File: src/rtl/fifo_read_ctrl.sv
// fifo_read_ctrl: read-domain drain controller for the dual-clock FIFO.
// Pops full bursts (or timed-out partial fills) into a 2-entry skid buffer feeding a valid/ready stream.
module fifo_read_ctrl #(
  parameter int DATA_WIDTH = 8,
  parameter int ADD_WIDTH  = 5,
  parameter int BURST_LEN  = 4,
  parameter int TIMEOUT    = 16
) (
  input  logic                  clk_read,
  input  logic                  a_Reset,
  input  logic [ADD_WIDTH:0]    fifo_level,
  output logic                  Read_enable,
  input  logic [DATA_WIDTH-1:0] fifo_data,
  output logic [DATA_WIDTH-1:0] m_data,
  output logic                  m_valid,
  output logic                  m_last,
  input  logic                  m_ready,
  output logic                  busy,
  output logic [15:0]           burst_count
);

  localparam int LW = ADD_WIDTH + 1;
  localparam int TW = (TIMEOUT > 1) ? $clog2(TIMEOUT) : 1;
  localparam logic [LW-1:0] BURST = LW'(BURST_LEN);
  localparam logic [TW-1:0] TLAST = TW'(TIMEOUT - 1);

  typedef enum logic [1:0] {IDLE, READ, DRAIN} state_t;

  state_t                state;
  logic [TW-1:0]         tcnt;
  logic [LW-1:0]         remaining;
  logic [1:0]            occ;
  logic                  inflight;
  logic                  inflight_last;
  logic [DATA_WIDTH-1:0] tail_data;
  logic                  tail_last;
  logic                  pop;
  logic                  push;
  logic [2:0]            pending;

  assign pop     = m_valid & m_ready;
  assign push    = inflight;
  assign pending = {1'b0, occ} + {2'b00, inflight};
  assign m_valid = (occ != 2'd0);

  // A read is allowed only if its word is guaranteed a free buffer slot two cycles later.
  always_comb begin
    Read_enable = 1'b0;
    if (!a_Reset && state == READ && remaining != '0)
      Read_enable = (pending < (3'd2 + {2'b00, pop}));
  end

  always_ff @(posedge clk_read) begin
    if (a_Reset) begin
      state     <= IDLE;
      tcnt      <= '0;
      remaining <= '0;
      busy      <= 1'b0;
    end else begin
      case (state)
        IDLE: begin
          if (fifo_level >= BURST) begin
            state     <= READ;
            remaining <= BURST;
            tcnt      <= '0;
            busy      <= 1'b1;
          end else if (fifo_level != '0 && tcnt == TLAST) begin
            state     <= READ;
            remaining <= fifo_level;
            tcnt      <= '0;
            busy      <= 1'b1;
          end else if (fifo_level != '0) begin
            tcnt <= tcnt + TW'(1);
          end else begin
            tcnt <= '0;
          end
        end
        READ: begin
          if (Read_enable)
            remaining <= remaining - LW'(1);
          if (remaining == '0 || (Read_enable && remaining == LW'(1)))
            state <= DRAIN;
        end
        DRAIN: begin
          if (!inflight && occ == 2'd0) begin
            state <= IDLE;
            busy  <= 1'b0;
          end
        end
        default: begin
          state <= IDLE;
          busy  <= 1'b0;
        end
      endcase
    end
  end

  always_ff @(posedge clk_read) begin
    if (a_Reset) begin
      inflight      <= 1'b0;
      inflight_last <= 1'b0;
    end else begin
      inflight      <= Read_enable;
      inflight_last <= Read_enable && (remaining == LW'(1));
    end
  end

  // Head entry drives m_data/m_last directly; the tail only fills while the head is stalled.
  always_ff @(posedge clk_read) begin
    if (a_Reset) begin
      occ         <= 2'd0;
      m_data      <= '0;
      m_last      <= 1'b0;
      tail_data   <= '0;
      tail_last   <= 1'b0;
      burst_count <= 16'd0;
    end else begin
      if (pop && m_last)
        burst_count <= burst_count + 16'd1;
      case (occ)
        2'd0: begin
          if (push) begin
            m_data <= fifo_data;
            m_last <= inflight_last;
            occ    <= 2'd1;
          end
        end
        2'd1: begin
          if (push && pop) begin
            m_data <= fifo_data;
            m_last <= inflight_last;
          end else if (push) begin
            tail_data <= fifo_data;
            tail_last <= inflight_last;
            occ       <= 2'd2;
          end else if (pop) begin
            m_last <= 1'b0;
            occ    <= 2'd0;
          end
        end
        default: begin
          if (pop) begin
            m_data <= tail_data;
            m_last <= tail_last;
            if (push) begin
              tail_data <= fifo_data;
              tail_last <= inflight_last;
            end else begin
              occ <= 2'd1;
            end
          end
        end
      endcase
    end
  end

  assert property (@(posedge clk_read) disable iff (a_Reset) occ != 2'd3);
  assert property (@(posedge clk_read) disable iff (a_Reset) !(push && !pop && occ == 2'd2));
  assert property (@(posedge clk_read) disable iff (a_Reset) m_last |-> m_valid);

endmodule
File: config.mk
export PLATFORM = sky130hd
export DESIGN_NAME = fifo_read_ctrl
export DESIGN_NICKNAME = d
export VERILOG_FILES = /design/src/rtl/fifo_read_ctrl.sv
export SDC_FILE = /design/constraint.sdc
export NUM_CORES = 1
export LEC_CHECK = 0
export CAP_MARGIN = 30
export CORE_UTILIZATION = 45
export CTS_CLUSTER_DIAMETER = 150
export DETAILED_ROUTE_END_ITERATION = 8
export HOLD_SLACK_MARGIN = 0.03
export PLACE_DENSITY_LB_ADDON = 0.08
export SYNTH_ARGS = -nofsm -noshare
export SYNTH_HDL_FRONTEND = slang
export SYNTH_SLANG_ARGS = --single-unit
export TNS_END_PERCENT = 100
File: constraint.sdc
create_clock -name clk_read -period 4.4 [get_ports clk_read]
set_input_delay 0.88 -clock clk_read [delete_from_list [all_inputs] [get_ports clk_read]]
set_output_delay 0.88 -clock clk_read [all_outputs]
set_load 0.03 [all_outputs]
# After elaboration in Yosys (flattened, before gate mapping)
# Index checks and enable logic that the tools add are counted.
word_totals:
  register_bits: 51
  latchBits: 0
  ramBits: 0
  romBits: 0
  input_bits: 17
  output_inout_bits: 28
  word_cells: 106
  memories: 0
classes:
  addsub: 5
  mul: 0
  div_mod_pow: 0
  magnitude_cmp: 2
  eq_ne: 16
  shift: 0
  mux: 42
  n_bitwise: 3
  n_reduce_logical: 26
ops:
  columns: ["cell", "count"]
  rows:
  - ["$mux W8", 6]
  - ["$pmux W8 S2", 2]
  - ["$mux W2", 10]
  - ["$mux W6", 3]
  - ["$add A16 B1 Y16 const B", 1]
  - ["$reduce_and A3 Y1", 5]
  - ["$mux W1", 12]
  - ["$mux W4", 3]
  - ["$ne A3 B3 Y1 const B", 4]
  - ["$pmux W6 S2", 1]
  - ["$reduce_bool A6 Y1", 2]
  - ["$ne A2 B2 Y1 const B", 5]
  - ["$logic_and A1 B1 Y1", 7]
  - ["$eq A6 B1 Y1 const B", 1]
  - ["$ge A6 B3 Y1 const B", 1]
  - ["$logic_not A6 Y1", 1]
  - ["$pmux W2 S3", 1]
  - ["$reduce_bool A2 Y1", 3]
  - ["$sub A6 B1 Y6 const B", 1]
  - ["$reduce_and A5 Y1", 1]
  - ["$add A4 B1 Y4 const B", 1]
  - ["$eq A2 B1 Y1 const B", 2]
  - ["$eq A4 B4 Y1 const B", 1]
  - ["$logic_not A2 Y1", 2]
  - ["other kinds (15)", 18]

# Depth between registers and ports, before layout
# Gate-level depths: netlist of run 1.
depth:
  ltp_word: 9
  depth_mapped: 8

# Worst setup path before layout of run 1
# Ideal clock, no wire load.
synth_timing:
  kind: "input to output"
  from: "in m_ready"
  to: "out Read_enable"
  t_arrival_ns: 1.591
  required_ns: 3.520
  setup_slack_ns: 1.929
  cell_stages: 5
  n_path_buf: 2
  cell_sequence: "buf_2 o21ai_2 o21ai_2 and3_1 buf_6"
synth_between:
  elab_chain_cells: 4
synth_rtl:
  columns: ["element", "line", "source"]
  rows:
  - ["start: declaration", "17", "input logic m_ready,"]
  - ["$and A1 B1 Y1", "41", "assign pop = m_valid & m_ready;"]
  - ["$add A2 B1 Y3", "50", "Read_enable = (pending < (3'd2 + {2'b00, pop}));"]
  - ["$lt A3 B3 Y1", "50", null]
  - ["$mux W1", "49", "if (!a_Reset && state == READ && remaining != '0)"]
  - ["end: declaration", "12", "output logic Read_enable,"]
# No other way between the ends.

# Worst setup path after layout of run 1
# Ends and elaborated chain as after synthesis.

==> impl_metrics.py, run 1 <==
metrics = {
    "timing": {
        "period_share_pct": 86.8,
        "tightest_slew_ns": 0.523,
        "fin_hold_ws_ns": 0.486,
        "fin_crit_ns": 3.82,
        "slew_viol_final": 0,
        "fin_skew_ns": 0.0109,
        "hold_viol": 0,
        "setup_viol": 0,
        "setup_ws_ns": 0.579,
        "max_freq_mhz": 262,
        "max-slew-margin-rel_pct": 65.0,
        "finalSetupTns_ns": 0,
        "rsz0062_at_grt": "false",
    },
    "synth": {
        "syn_area_sq_mm": 0.00243,
        "synthDistinctLibCells": 46,
        "ys_seq_elements": 51,
        "seq_area_frac_synth_pct": 42.0,
        "synth.area.mux_share_pct": 7.82,
        "synthArstFlopShare_pct": 0,
        "syn_inst": 266,
        "yosys_warnings": 0,
        "synthFlopType": "dfxtp_1",
        "avgSynthCellArea_sq_um": 9.14,
        "synth_area_leaders": "dfxtp_1 (42%), mux2i_1 (7.8%), nor2_1 (7.3%), xor2_1 (4.0%), ha_1 (3.6%)",
        "yosysTopAreaCellShare_pct": 42.0,
        "synthSimpleGateAreaFrac_pct": 23.8,
        "synth_enable_flop_cells": 0,
        "synth_compound_area_share_pct": 12.0,
        "synth-xor-area-share_pct": 6.12,
        "synth_top_family_by_area": "simple AND/OR/NAND/NOR gates",
        "synth_area_leader_cell": "dfxtp_1",
        "synth_fa_ha_area_share_pct": 3.60,
        "syn-num-nets": 290,
    },
    "floorplanning": {
        "rows": 26,
        "fp.dieArea_sq_mm": 0.00570,
        "ios": 45,
        "coreArea_sq_mm": 0.00517,
        "die_y_microns": 75.5,
        "die_w_microns": 75.5,
        "start_util_pct": 47.0,
    },
    "grt": {
        "antenna_found_initial": 0,
        "use_met1_pct": 23.0,
        "grt_pass1_wl_microns": 7780,
        "grt_use_met3_pct": 4.37,
        "track_usage_pct": 17.9,
        "gr-total-overflow": 0,
        "grt_max_degree": 49,
        "grt.busiest_layer": "met2",
        "grt_pass1_vias": 1752,
        "gr-usage-met2_pct": 30.0,
    },
    "layout": {
        "final_common_cell": "dfxtp_1",
        "areaGrowthSynthToFinish_pct": 24.1,
        "nets": 330,
        "final_cell_mix": "dfxtp_1 (51), nor2_1 (47), clkdlybuf4s50_1 (43), nand2_1 (19), mux2i_1 (19)",
        "drive_gt1_share_pct": 7.17,
        "antenna_cells": 0,
    },
    "placed_design": {
        "dp_hpwl_microns": 3250,
        "portBuffers": 44,
        "preCtsSetupSlack_ns": 0.572,
        "gp_congestion": 0.767,
    },
    "pwr": {
        "p_per_area_mw_per_mm2": 465,
        "power_leakage_nw": 1.14,
        "ir_drop_uv": 220,
    },
    "clock_network": {
        "post_cts_buffers": 0,
        "clkLatencyLatePin_ns": 0.31,
        "cts_tree": "yes",
        "hold_buffers": 0,
        "cts-resized-gates": 0,
        "h-tree-depth": 2,
        "numCtsBuffers": 5,
        "clock_sink_count": 51,
        "cts_buffer_depth": 2,
        "cts-root-buf": "clkbuf_8",
        "clk_pin_slew_ns": 0.09,
    },
    "route": {
        "wire_per_inst_microns": 12.2,
        "drc": 0,
        "drt_pass1_iterations": 7,
        "ant_nets": 0,
        "drt-total-wl_microns": 4600,
        "drt_iter0_markers": 71,
        "vias": 1913,
        "drt-vias-per-instance": 5.07,
    },
    "setup_path": {
        "critPathCaptureType": "output port",
        "start_kind": "input pin",
        "required_ns": 3.52,
        "critPathKind": "input pin to output port",
        "arrival_ns": 2.94,
        "cp_max_fo": 9,
    },
    "hold_path": {
        "hp-class": "flip-flop to flip-flop",
    },
    "run_status": {
        "outcome": "finished clean",
    },
    "run": {
        "drv_cap": 0,
    },
}
[metal layers]
metal / vias to the layer above / share of wire, %
li1: 1005 / -
met1: 863 / 48
met2: 38 / 46
met3: 7 / 4.8
met4: 0 / 1.3
met5: - / 0
[layout make-up]
type / instances / area [sq um]
inverter: 8 / 30.0
timing repair buffer: 46 / 450
clock inverter: 2 / 60.1
fill: 480 / 2150
multi-input combinational: 194 / 1300
tap: 70 / 87.6
sequential: 51 / 1020
clock buffer: 6 / 72.6
[worst paths after layout]
kind | from | to | slack [ns] | cells after the start
worst max register to register | occ[0] | remaining[0] | 2.41 | 7
worst min register to register | tcnt[1] | tcnt[1] | 0.49 | 2
worst max-delay path | m_ready | Read_enable | 0.58 | 5
worst min-delay path | tcnt[1] | tcnt[1] | 0.49 | 2
[synth_stat cells, types with 7 or more instances]
library cell and count:
a211oi_1 10, nand3_1 11, ha_1 7, nand2_1 19, inv_1 8, dfxtp_1 51
o21ai_0 8, nor2_1 47, xor2_1 11, a21oi_1 12, mux2i_1 19
[stage by stage]
stage / instances / power, mW / util [%] / area, sq um
after global routing: 377 / 1.50 / 58.4 / 3020
after detailed placement: 369 / 1.04 / 55.8 / 2890
after floorplan: 266 / 0.919 / - / 2430
after CTS: 377 / 1.42 / 58.4 / 3020
after global placement: 369 / 1.03 / 55.8 / 2890
final: 377 / 1.40 / 58.4 / 3020
[kinds of logic after synthesis]
logic type / after synthesis
xor gates and xnor gates: 17
AOI/OAI and AO/OA: 43
adders and majority gates: 7
DFF: 51
and+or+nand+nor: 108
muxes: 19
buffers and inverters: 21
[critical path: stages]
cell and delay, ns:
clkdlybuf4s50_1 0.65, o21ai_2 0.13, o21ai_2 0.16, and3_1 0.38
clkdlybuf4s50_1 0.74
[state kept, by name, indices dropped and copies added (netlist names)]
register,flops
m_last,1
state,2
busy,1
m_data,8
tcnt,4
tail_last,1
inflight_last,1
burst_count,16
tail_data,8
inflight,1
remaining,6
occ,2
[power by group]
group | internal (mW) | leakage (nW) | switching [mW]
Clock | 0.227 | 0.0654 | 0.154
Combinational | 0.189 | 0.665 | 0.262
Sequential | 0.519 | 0.413 | 0.0521
No activity file was read; power rests on OpenSTA's default activity.
==> inputs of run 2 (changes only) <==
- PLACE_DENSITY: default -> 0.7
- PLACE_DENSITY_LB_ADDON: 0.08 -> default
==> run 2 against run 1 <==
Compared with the run above:
- worst hold slack got worse by 0.0018 ns
- critical path depth is the same
- clock power decreased by 31%
- sequential power up 0.7%
- non-clock buffer count is the same
- critical endpoint unchanged
- largest cell class unchanged
==> impl_metrics.py, run 2 (synthesis results as in run 1) <==
metrics = {
    "clock_network": {
        "clock_sink_count": 51,
        "hold_buffers": 0,
        "cts-resized-gates": 0,
        "cts_buffer_depth": 2,
        "cts-root-buf": "clkbuf_8",
        "numCtsBuffers": 5,
        "post_cts_buffers": 0,
        "clk_pin_slew_ns": 0.09,
        "clkLatencyLatePin_ns": 0.30,
        "h-tree-depth": 2,
        "cts_tree": "yes",
    },
    "route": {
        "drt_pass1_iterations": 4,
        "drc": 0,
        "vias": 1903,
        "drt-vias-per-instance": 5.05,
        "drt-total-wl_microns": 4610,
        "drt_iter0_markers": 89,
        "wire_per_inst_microns": 12.2,
        "ant_nets": 0,
    },
    "setup_path": {
        "reg2reg_slack_ns": 2.45,
        "cpMaxStageDelayCell": "clkdlybuf4s50_1",
        "cp_slowest_stage_delay_ns": 0.73,
        "critPathCaptureType": "output port",
        "cp_max_fo": 9,
        "ff2ff_path_depth": 7,
        "crit_chain": "clkdlybuf4s50_1, o21ai_2, o21ai_2, and3_1, clkdlybuf4s50_1",
        "required_ns": 3.52,
        "start_kind": "input pin",
        "critPathKind": "input pin to output port",
        "arrival_ns": 2.93,
    },
    "layout": {
        "multi_input_area_sq_mm": 0.00130,
        "final_common_cell": "dfxtp_1",
        "regMostFlops": "burst_count",
        "largest_register_ffs": 16,
        "seqCellArea_sq_mm": 0.00102,
        "final_cells": 377,
        "fin_area_sq_mm": 0.00297,
        "reg.largest.list": "burst_count (16), m_data (8), tail_data (8)",
        "areaGrowthSynthToFinish_pct": 22.2,
        "fillers": 461,
        "antenna_cells": 0,
        "nets": 330,
        "fin_util_pct": 57.5,
        "drive_gt1_share_pct": 7.17,
        "final_cell_mix": "dfxtp_1 (51), nor2_1 (47), clkdlybuf4s50_1 (43), nand2_1 (19), mux2i_1 (19)",
    },
    "timing": {
        "fin_crit_ns": 3.81,
        "max_freq_mhz": 262,
        "rsz0062_at_grt": "false",
        "fin_skew_ns": 0.00869,
        "period_share_pct": 86.6,
        "setup_ws_ns": 0.590,
        "tightest_slew_ns": 0.528,
        "max-slew-margin-rel_pct": 64.8,
        "finalSetupTns_ns": 0,
        "hold_viol": 0,
        "setup_viol": 0,
        "slew_viol_final": 0,
    },
    "floorplanning": {
        "ios": 45,
        "fp.dieArea_sq_mm": 0.00570,
        "coreArea_sq_mm": 0.00517,
        "die_w_microns": 75.5,
        "die_y_microns": 75.5,
        "start_util_pct": 47.0,
        "rows": 26,
    },
    "grt": {
        "grt_max_degree": 49,
        "track_usage_pct": 17.4,
        "grt_pass1_wl_microns": 7520,
        "grt_pass1_vias": 1740,
        "antenna_found_initial": 0,
        "gr-total-overflow": 0,
    },
    "pwr": {
        "p_per_area_mw_per_mm2": 435,
        "ir_drop_uv": 167,
        "power_leakage_nw": 1.12,
    },
    "placed_design": {
        "gp_congestion": 0.806,
        "preCtsSetupSlack_ns": 0.590,
        "dp_hpwl_microns": 3230,
        "placed_area_sq_mm": 0.00289,
        "placedCellCount": 369,
        "portBuffers": 44,
    },
    "hold_path": {
        "min_path_cells": 2,
        "hp-class": "flip-flop to flip-flop",
    },
    "run_status": {
        "outcome": "finished clean",
    },
    "run": {
        "drv_cap": 0,
    },
}
## run 2: cell types whose count changed in the layout (fill, tap and decap cells not counted), sizes merged
cell      before  now
clkinv         0    1
bufinv         2    0
clkinvlp       0    1
## run 2: layout make-up
class / instances / area share [%]
clock buffer: 6 / 2.44
clock inverter: 2 / 0.421
inverter: 8 / 1.01
multi-input combinational: 194 / 43.7
sequential: 51 / 34.4
tap: 70 / 2.95
timing repair buffer: 46 / 15.2
## run 2: worst max-delay path: cells and delay by family
kind / cells / cell delay [ns]
AND/OR/NAND/NOR: 1 / 0.37
AO/OA/AOI/OAI: 2 / 0.29
buffers and inverters: 2 / 1.38
## run 2: path summary, 6_finish.rpt
check | start | end
worst max register to register | inflight | remaining[0]
worst min register to register | tcnt[1] | tcnt[1]
worst min-delay path | tcnt[1] | tcnt[1]
worst max-delay path | m_ready | Read_enable
## run 2: per-layer routing
metal	share of wire [%]	GRT usage, %	up-vias
met5	0	0	-
met4	1.1	8.85	0
met3	4.5	3.44	5
met2	46	26.9	36
met1	49	23.2	861
li1	-	-	1001
## run 2: power breakdown
| group | internal [mW] | switching (mW) | total [mW] |
|---|---|---|---|
| registers | 0.519 | 0.0562 | 0.575 |
| logic | 0.189 | 0.263 | 0.453 |
| clock network | 0.111 | 0.152 | 0.264 |
| total | 0.820 | 0.472 | 1.29 |
## run 2: metrics by stage
stage | hold slack (ns) | power, mW
floorplan | 0.449 | 0.919
CTS | 0.483 | 1.31
global route | 0.515 | 1.38
global placement | 0.461 | 1.04
finish | 0.484 | 1.29
detailed placement | 0.469 | 1.04
==> inputs of run 3 (changes only) <==
- CORE_ASPECT_RATIO: default -> 0.9
- CTS_BUF_LIST: default -> sky130_fd_sc_hd__clkbuf_8
- SLEW_MARGIN: default -> 40
==> run 3 against run 2 <==
Compared with the run above:
- die area about the same
- largest cell class unchanged
- critical path type unchanged
- combinational power up 0.9%
- highest routed layer unchanged
- largest power group unchanged
- critical path depth unchanged
- worst setup slack better by 0.24 ns
- sequential power barely moved
==> impl_metrics.py, run 3 (synthesis results as in run 1) <==
metrics = {
    "run_status": {
        "outcome": "finished clean",
    },
    "timing": {
        "fin_skew_ns": 0.00401,
        "max-slew-margin-rel_pct": 63.6,
        "slew_viol_final": 0,
        "fin_hold_ws_ns": 0.476,
        "setup_viol": 0,
        "tightest_slew_ns": 0.546,
        "period_share_pct": 81.2,
        "rsz0062_at_grt": "false",
        "max_freq_mhz": 280,
        "fin_crit_ns": 3.57,
        "finalSetupTns_ns": 0,
        "hold_viol": 0,
    },
    "floorplanning": {
        "ios": 45,
        "die_y_microns": 71.7,
        "die_w_microns": 79.5,
        "start_util_pct": 46.6,
        "rows": 25,
        "coreArea_sq_mm": 0.00522,
        "fp.dieArea_sq_mm": 0.00570,
    },
    "pwr": {
        "p_clk_share_pct": 20.3,
        "switching_share_pct": 36.4,
        "power_mw": 1.29,
        "p_switching_mw": 0.471,
        "p_int_mw": 0.823,
        "seqPwrFrac_pct": 44.4,
        "ir_drop_uv": 170,
        "p_per_area_mw_per_mm2": 434,
        "power_leakage_nw": 1.12,
        "combinationalPowerShare_pct": 35.3,
    },
    "route": {
        "wl_met2_microns": 2030,
        "drt_iter0_markers": 93,
        "drc": 0,
        "top_layer_used": "met4",
        "drt-vias-per-instance": 5.07,
        "wl_met1_microns": 2260,
        "vias": 1902,
        "ant_nets": 0,
        "wl_met3_microns": 184,
        "wire_per_inst_microns": 12.1,
        "drt_pass1_iterations": 4,
        "drt-total-wl_microns": 4520,
    },
    "layout": {
        "largest_register_ffs": 16,
        "reg.largest.list": "burst_count (16), m_data (8), tail_data (8)",
        "areaGrowthSynthToFinish_pct": 22.5,
        "final_common_cell": "dfxtp_1",
        "nets": 331,
        "antenna_cells": 0,
        "regMostFlops": "burst_count",
        "drive_gt1_share_pct": 7.79,
        "final_cell_mix": "dfxtp_1 (51), nor2_1 (47), clkdlybuf4s50_1 (43), nand2_1 (19), mux2i_1 (19)",
    },
    "grt": {
        "grt_pass1_wl_microns": 8000,
        "gr-total-overflow": 0,
        "antenna_found_initial": 0,
        "grt_max_degree": 49,
        "track_usage_pct": 17.8,
        "grt_pass1_vias": 1862,
    },
    "placed_design": {
        "portBuffers": 44,
        "dp_hpwl_microns": 3110,
        "gp_congestion": 0.841,
    },
    "clock_network": {
        "hold_buffers": 0,
        "h-tree-depth": 2,
        "cts-resized-gates": 0,
        "post_cts_buffers": 0,
        "clock_sink_count": 51,
        "numCtsBuffers": 5,
        "clkLatencyLatePin_ns": 0.30,
        "cts_buffer_depth": 2,
        "clk_pin_slew_ns": 0.09,
        "cts-root-buf": "clkbuf_8",
        "cts_tree": "yes",
    },
    "setup_path": {
        "critPathCaptureType": "output port",
        "cp_max_fo": 9,
        "critPathKind": "input pin to output port",
        "required_ns": 3.52,
        "start_kind": "input pin",
        "arrival_ns": 2.69,
    },
    "run": {
        "drv_cap": 0,
    },
    "hold_path": {
        "hp-class": "flip-flop to flip-flop",
    },
}
[run 3: changes by cell type in the layout (fill, tap and decap cells not counted), sizes merged]
cell      before  now
buf            3    4
clkbuf         6    5
clkinvlp       1    2
[run 3: per-layer routing]
metal,track usage [%],up-vias
li1,-,1004
met1,22.4,866
met2,29.0,28
met3,4.97,4
met4,6.46,0
met5,0,-
[run 3: metrics by stage]
step / worst slack, ns / cells / cell area, sq um / utilization, %
2_1_floorplan: 1.93 / 266 / 2430 / -
3_3_place_gp: 0.832 / 367 / 2890 / 55.3
3_5_place_dp: 0.825 / 367 / 2890 / 55.3
4_1_cts: 0.815 / 375 / 2980 / 57.0
5_1_grt: 0.718 / 375 / 2980 / 57.0
6_report: 0.828 / 375 / 2980 / 57.0
[run 3: cell type report]
type | count | area, sq um
Clock buffer | 5 | 68.8
Fill cell | 499 | 2240
Inverter | 8 | 30.0
Multi-Input combinational cell | 194 | 1300
Clock inverter | 3 | 20.0
Timing Repair Buffer | 47 | 458
Tap cell | 67 | 83.8
Sequential cell | 51 | 1020
[run 3: worst max-delay path, cell delays in order]
cell and delay (ns):
clkdlybuf4s50_1 0.65, o21ai_2 0.13, o21ai_2 0.15, and3_1 0.20
clkdlybuf4s50_1 0.68
[run 3: path summary, 6_finish.rpt]
| path | slack [ns] | depth (start not counted) | end | from |
|---|---|---|---|---|
| min | 0.48 | 2 | tcnt[1] | tcnt[1] |
| min reg2reg | 0.48 | 2 | tcnt[1] | tcnt[1] |
| max | 0.83 | 5 | Read_enable | m_ready |
| max reg2reg | 2.46 | 8 | remaining[0] | occ[0] |
[run 3: power by group through the flow]
stage / sequential (mW) / combinational, mW / clock, mW
after CTS: 0.574 / 0.459 / 0.277
after global routing: 0.584 / 0.514 / 0.298
after detailed placement: 0.584 / 0.457 / 0
after global placement: 0.582 / 0.454 / 0
final: 0.574 / 0.457 / 0.263
after floorplan: 0.625 / 0.293 / 0
